`config.mk`:
```
export PLATFORM = sky130hd
export DESIGN_NAME = ext_mem_arbiter
export DESIGN_NICKNAME = d
export VERILOG_FILES = /design/src/rtl/ext_mem_arbiter.sv
export SDC_FILE = /design/constraint.sdc
export NUM_CORES = 1
export LEC_CHECK = 0
export CORE_AREA = 2 2 112 114
export CTS_CLUSTER_DIAMETER = 150
export CTS_CLUSTER_SIZE = 10
export DETAILED_ROUTE_END_ITERATION = 12
export DIE_AREA = 0 0 114 116
export DONT_BUFFER_PORTS = 1
export PLACE_DENSITY_LB_ADDON = 0.12
export SKIP_LAST_GASP = 1
export SYNTH_ARGS = -nofsm -noshare
export SYNTH_HDL_FRONTEND = slang
export SYNTH_SLANG_ARGS = --single-unit
```
`constraint.sdc`:
```
create_clock -name clk -period 3.4 [get_ports clk]
set_input_delay 0.51 -clock clk [delete_from_list [all_inputs] [get_ports clk]]
set_output_delay 0.51 -clock clk [all_outputs]
set_load 0.005 [all_outputs]
```
`src/rtl/ext_mem_arbiter.sv`:
```
// Two-requester round-robin arbiter for the shared external partial-sum memory,
// with an atomic lock (bounded by MAX_LOCK_CYCLES) and 1-cycle read response routing.
module ext_mem_arbiter #(
   parameter int ADDR_WIDTH      = 20,
   parameter int DATA_WIDTH      = 32,
   parameter int MAX_LOCK_CYCLES = 16
) (
   input  logic                  clk,
   input  logic                  arst_n_in,
   input  logic                  r0_req_valid,
   output logic                  r0_req_ready,
   input  logic                  r0_req_we,
   input  logic [ADDR_WIDTH-1:0] r0_req_addr,
   input  logic [DATA_WIDTH-1:0] r0_req_wdata,
   input  logic                  r0_req_lock,
   output logic                  r0_rsp_valid,
   output logic [DATA_WIDTH-1:0] r0_rsp_data,
   input  logic                  r1_req_valid,
   output logic                  r1_req_ready,
   input  logic                  r1_req_we,
   input  logic [ADDR_WIDTH-1:0] r1_req_addr,
   input  logic [DATA_WIDTH-1:0] r1_req_wdata,
   input  logic                  r1_req_lock,
   output logic                  r1_rsp_valid,
   output logic [DATA_WIDTH-1:0] r1_rsp_data,
   output logic                  ext_mem_read_en,
   output logic [ADDR_WIDTH-1:0] ext_mem_read_addr,
   input  logic [DATA_WIDTH-1:0] ext_mem_qout,
   output logic                  ext_mem_write_en,
   output logic [ADDR_WIDTH-1:0] ext_mem_write_addr,
   output logic [DATA_WIDTH-1:0] ext_mem_din,
   output logic                  lock_timeout,
   output logic                  grant_owner
);
   localparam int CW = (MAX_LOCK_CYCLES > 2) ? $clog2(MAX_LOCK_CYCLES) : 1;

   typedef enum logic {IDLE, LOCKED} state_t;

   state_t          state;
   logic            owner, last_grant, pend, tag;
   logic [CW-1:0]   lock_cnt;

   logic                  grant, req_any, hs, sel_we, sel_lock, at_limit;
   logic [ADDR_WIDTH-1:0] sel_addr;
   logic [DATA_WIDTH-1:0] sel_wdata;

   // Grant is purely combinational on current valids plus registered state.
   always_comb begin
      grant   = 1'b0;
      req_any = 1'b0;
      if (state == LOCKED) begin
         grant   = owner;
         req_any = owner ? r1_req_valid : r0_req_valid;
      end else if (r0_req_valid && r1_req_valid) begin
         grant   = ~last_grant;
         req_any = 1'b1;
      end else begin
         grant   = r1_req_valid;
         req_any = r0_req_valid | r1_req_valid;
      end
   end

   assign hs        = req_any & arst_n_in;
   assign sel_we    = grant ? r1_req_we    : r0_req_we;
   assign sel_lock  = grant ? r1_req_lock  : r0_req_lock;
   assign sel_addr  = grant ? r1_req_addr  : r0_req_addr;
   assign sel_wdata = grant ? r1_req_wdata : r0_req_wdata;
   assign at_limit  = (state == LOCKED) && (lock_cnt == CW'(MAX_LOCK_CYCLES - 1));

   assign r0_req_ready       = hs & ~grant;
   assign r1_req_ready       = hs & grant;
   assign grant_owner        = hs & grant;
   assign ext_mem_read_en    = hs & ~sel_we;
   assign ext_mem_write_en   = hs & sel_we;
   assign ext_mem_read_addr  = arst_n_in ? sel_addr  : '0;
   assign ext_mem_write_addr = arst_n_in ? sel_addr  : '0;
   assign ext_mem_din        = arst_n_in ? sel_wdata : '0;
   // A lock=0 handshake on the final cycle is a normal release, not a timeout.
   assign lock_timeout       = at_limit & ~(hs & ~sel_lock) & arst_n_in;

   assign r0_rsp_valid = pend & ~tag & arst_n_in;
   assign r1_rsp_valid = pend & tag & arst_n_in;
   assign r0_rsp_data  = arst_n_in ? ext_mem_qout : '0;
   assign r1_rsp_data  = arst_n_in ? ext_mem_qout : '0;

   always_ff @(posedge clk or negedge arst_n_in) begin
      if (!arst_n_in) begin
         state      <= IDLE;
         owner      <= 1'b0;
         last_grant <= 1'b1;
         pend       <= 1'b0;
         tag        <= 1'b0;
         lock_cnt   <= '0;
      end else begin
         pend <= hs & ~sel_we;
         tag  <= grant;
         if (hs) last_grant <= grant;
         if (state == IDLE) begin
            if (hs && sel_lock) begin
               state    <= LOCKED;
               owner    <= grant;
               lock_cnt <= '0;
            end
         end else begin
            lock_cnt <= lock_cnt + 1'b1;
            if (at_limit) begin
               state      <= IDLE;
               last_grant <= owner;
            end else if (hs && !sel_lock) begin
               state <= IDLE;
            end
         end
      end
   end
endmodule
```
==> results.md <==
- Outcome: finished clean
- First-pass GRT wire length: 8.914 mm
- CTS tree: yes
- Max incr delay on CP: 0.60 ns
- Fillers: 1349
- Sequential share of the synthesized area: 11.71%
- R2R depth: 4
- DP HPWL: 5.708 mm
- Worst Setup Start Kind: register
- Top Ports: 288
- DP Area: 1637 um2
- Hold WS: 0.1152 ns
- Core area: 11910 um2
- Critical path buffers and inverters: 1
- Syn Area/Cell: 7.498 um2
- Yosys Warn Count: 0
- Starting Density: 16.24%
- Count of different cell masters after synthesis: 28
- Antenna violations before repair: 0
- Max Clock Skew: 0.004904 ns
- Final #Nets: 342
- Die area: 13220 um2
- Setup slack after layout: 0.6351 ns
- Share of layout cells above drive strength 1: 5.612%
- Largest fanout on the critical path: 38
- Syn_nets: 403
- Maxcap violations: 0
- HP Class: primary input to async pin
- Clock latency on the worst-skew pair: 0.24 ns
- Period utilisation layout: 81.32%
- Synth area leaders: mux2i_1 29%, buf_4 21%, nor2_1 11%
- DRT Pass-1 Iters: 5
- Slowest stage cell, crit path: o21a_4
- Post-Syn Instances: 258
- Stages on the worst setup path: 5
- Crit-path cells: nand2_1 -> o21a_4 -> buf_4 -> mux2i_1 -> nor2_1
- Sequential cell area: 226.5 um2
- Slew at the pin closest to its max-slew limit: 0.8969 ns
- ANT nets after route: 0
- Synth Register Bits: 9
- CP arrival: 2.25 ns
- Grt ovf: 0
- Final hold viol count: 0
- Drt drc: 0
- Fin. max-slew vios: 0
- Placer Congestion: 0.8064
- Yosys top cell by area: mux2i_1
- Largest net degree at the start of global routing: 55
- # Post-CTS Setup Buffers: 0
- Final Setup Violations: 0
- Reg clk slew, reported paths: 0.04 ns
- Static leakage: 0.7682 nW
- Worst vdd ir: 0.2453 mV
- Vias: 1486
- CTS Hold Bufs: 1
- Worst slew margin relative to its limit: 40.20%
- Initial DRC Count: 24
- Chip height: 116 um
- TritonCTS Buffers: 3
- Post-Layout Cell Count: 343
- Post-route cell area: 1725 um2
- CTS Buffer Depth: 2
- Min cycle time layout: 2.765 ns
- Total track usage: 8.993%
- Post-synth top area share: 28.98%
- Worst EP required: 2.89 ns
- Rows: 40
- Routed Wire Length: 6.762 mm
- Setup TNS Final: 0 ns
- H-tree Lvls: 1
- Port buffer count: 0
- Pwr dens: 793.8 nW/um2
- Clock tree root driver cell: clkbuf_16
- Resized cells post-CTS: 0
- Crit Path Category: register to primary output
- Layout area overhead: -10.80%
- Vias in the first global route: 1432
- Cells after DPL: 338
- Clk sink count: 9
- CP endpoint kind: primary output
- Core Util, Final: 14.49%
- Vias per cell: 4.332
- Highest Clock Rate: 361.7 MHz
- Worst path top cell family by delay: compound AO/OA/AOI/OAI gates
- Power Total: 1.370 mW
- Avg WL per Cell: 19.71 um
- Area of the multi-input gates: 1195 um2
- Antenna fix cells: 0
- DIE WIDTH: 114 um
- Mapped Area: 1934 um2
- DP Worst Slack: 0.8718 ns
- Unrepaired setup endpoints after global routing: false
## per-layer routing
layer / vias up / part of all wire, % / global-route usage, %
met3: 24 / 9.1 / 1.098
met4: 0 / 4.5 / 5.447
li1: 667 / - / -
met2: 169 / 54 / 17.70
met1: 626 / 33 / 8.976
met5: - / 0 / 0
## layout by cell type, fill, tap and decap left out, types with 3 or more instances in the layout
master,netlist,final
a21oi_1,8,8
mux2i_1,56,56
clkbuf_16,0,3
o21ai_0,3,3
dfrtp_1,8,8
and2_1,33,33
nor2_1,57,57
nand2_1,5,5
## report_power, final
group,total [mW],switching [mW],internal (mW),leakage [nW]
logic,0.937,0.529,0.408,0.625
clock network,0.211,0.0544,0.157,0.0382
registers,0.221,0.0595,0.162,0.105
total,1.37,0.643,0.727,0.768
## final timing paths
kind	from	endpoint	slack [ns]
min in group clk	r0_req_lock	owner	0.45
worst max-delay path	state	ext_mem_din[18]	0.64
worst min-delay path	arst_n_in	last_grant	0.12
max in group asynchronous	arst_n_in	tag	2.47
worst max register to register	state	pend	1.39
worst min register to register	lock_cnt[3]	lock_cnt[3]	0.57
## area by class of cell
| class | count | share of cell area, % |
|---|---|---|
| multi-input cells | 177 | 69.25 |
| repair buffers | 3 | 1.450 |
| clock buffers | 4 | 4.569 |
| well taps | 147 | 10.66 |
| flip-flops and latches | 9 | 13.13 |
| inverters | 3 | 0.9427 |
## synth_stat cells
| cell type | n |
|---|---|
| a21o_1 | 1 |
| mux2i_1 | 56 |
| ha_1 | 1 |
| nand4_1 | 2 |
| buf_2 | 1 |
| mux2_4 | 1 |
| and3_1 | 1 |
| buf_4 | 53 |
| o2bb2ai_1 | 1 |
| xnor2_1 | 1 |
| clkbuf_1 | 9 |
| buf_6 | 6 |
| o21a_1 | 1 |
| a21bo_1 | 1 |
| o21ai_0 | 3 |
| inv_6 | 1 |
| o221ai_1 | 1 |
| inv_2 | 1 |
| dfrtp_1 | 8 |
| inv_1 | 1 |
| xor2_1 | 2 |
| nand3_1 | 1 |
| a211oi_2 | 1 |
| and2_1 | 33 |
| nand2_1 | 5 |
| dfstp_2 | 1 |
| nor2_1 | 57 |
| a21oi_1 | 8 |
## cell families after synthesis
logic type	count (synthesis)	synth area share, %
mux	57	29.75
fa+ha+maj	1	0.6467
compound gates	17	5.692
xor+xnor	3	1.359
simple gates	99	23.93
buf+inv	72	26.91
flops	9	11.71
## sequential cells by signal (all words and copies together) (netlist names)
| register | count |
|---|---|
| lock_cnt | 4 |
| last_grant | 1 |
| owner | 1 |
| pend | 1 |
| state | 1 |
| tag | 1 |
Note: power is estimated with default switching activity, not from simulation.
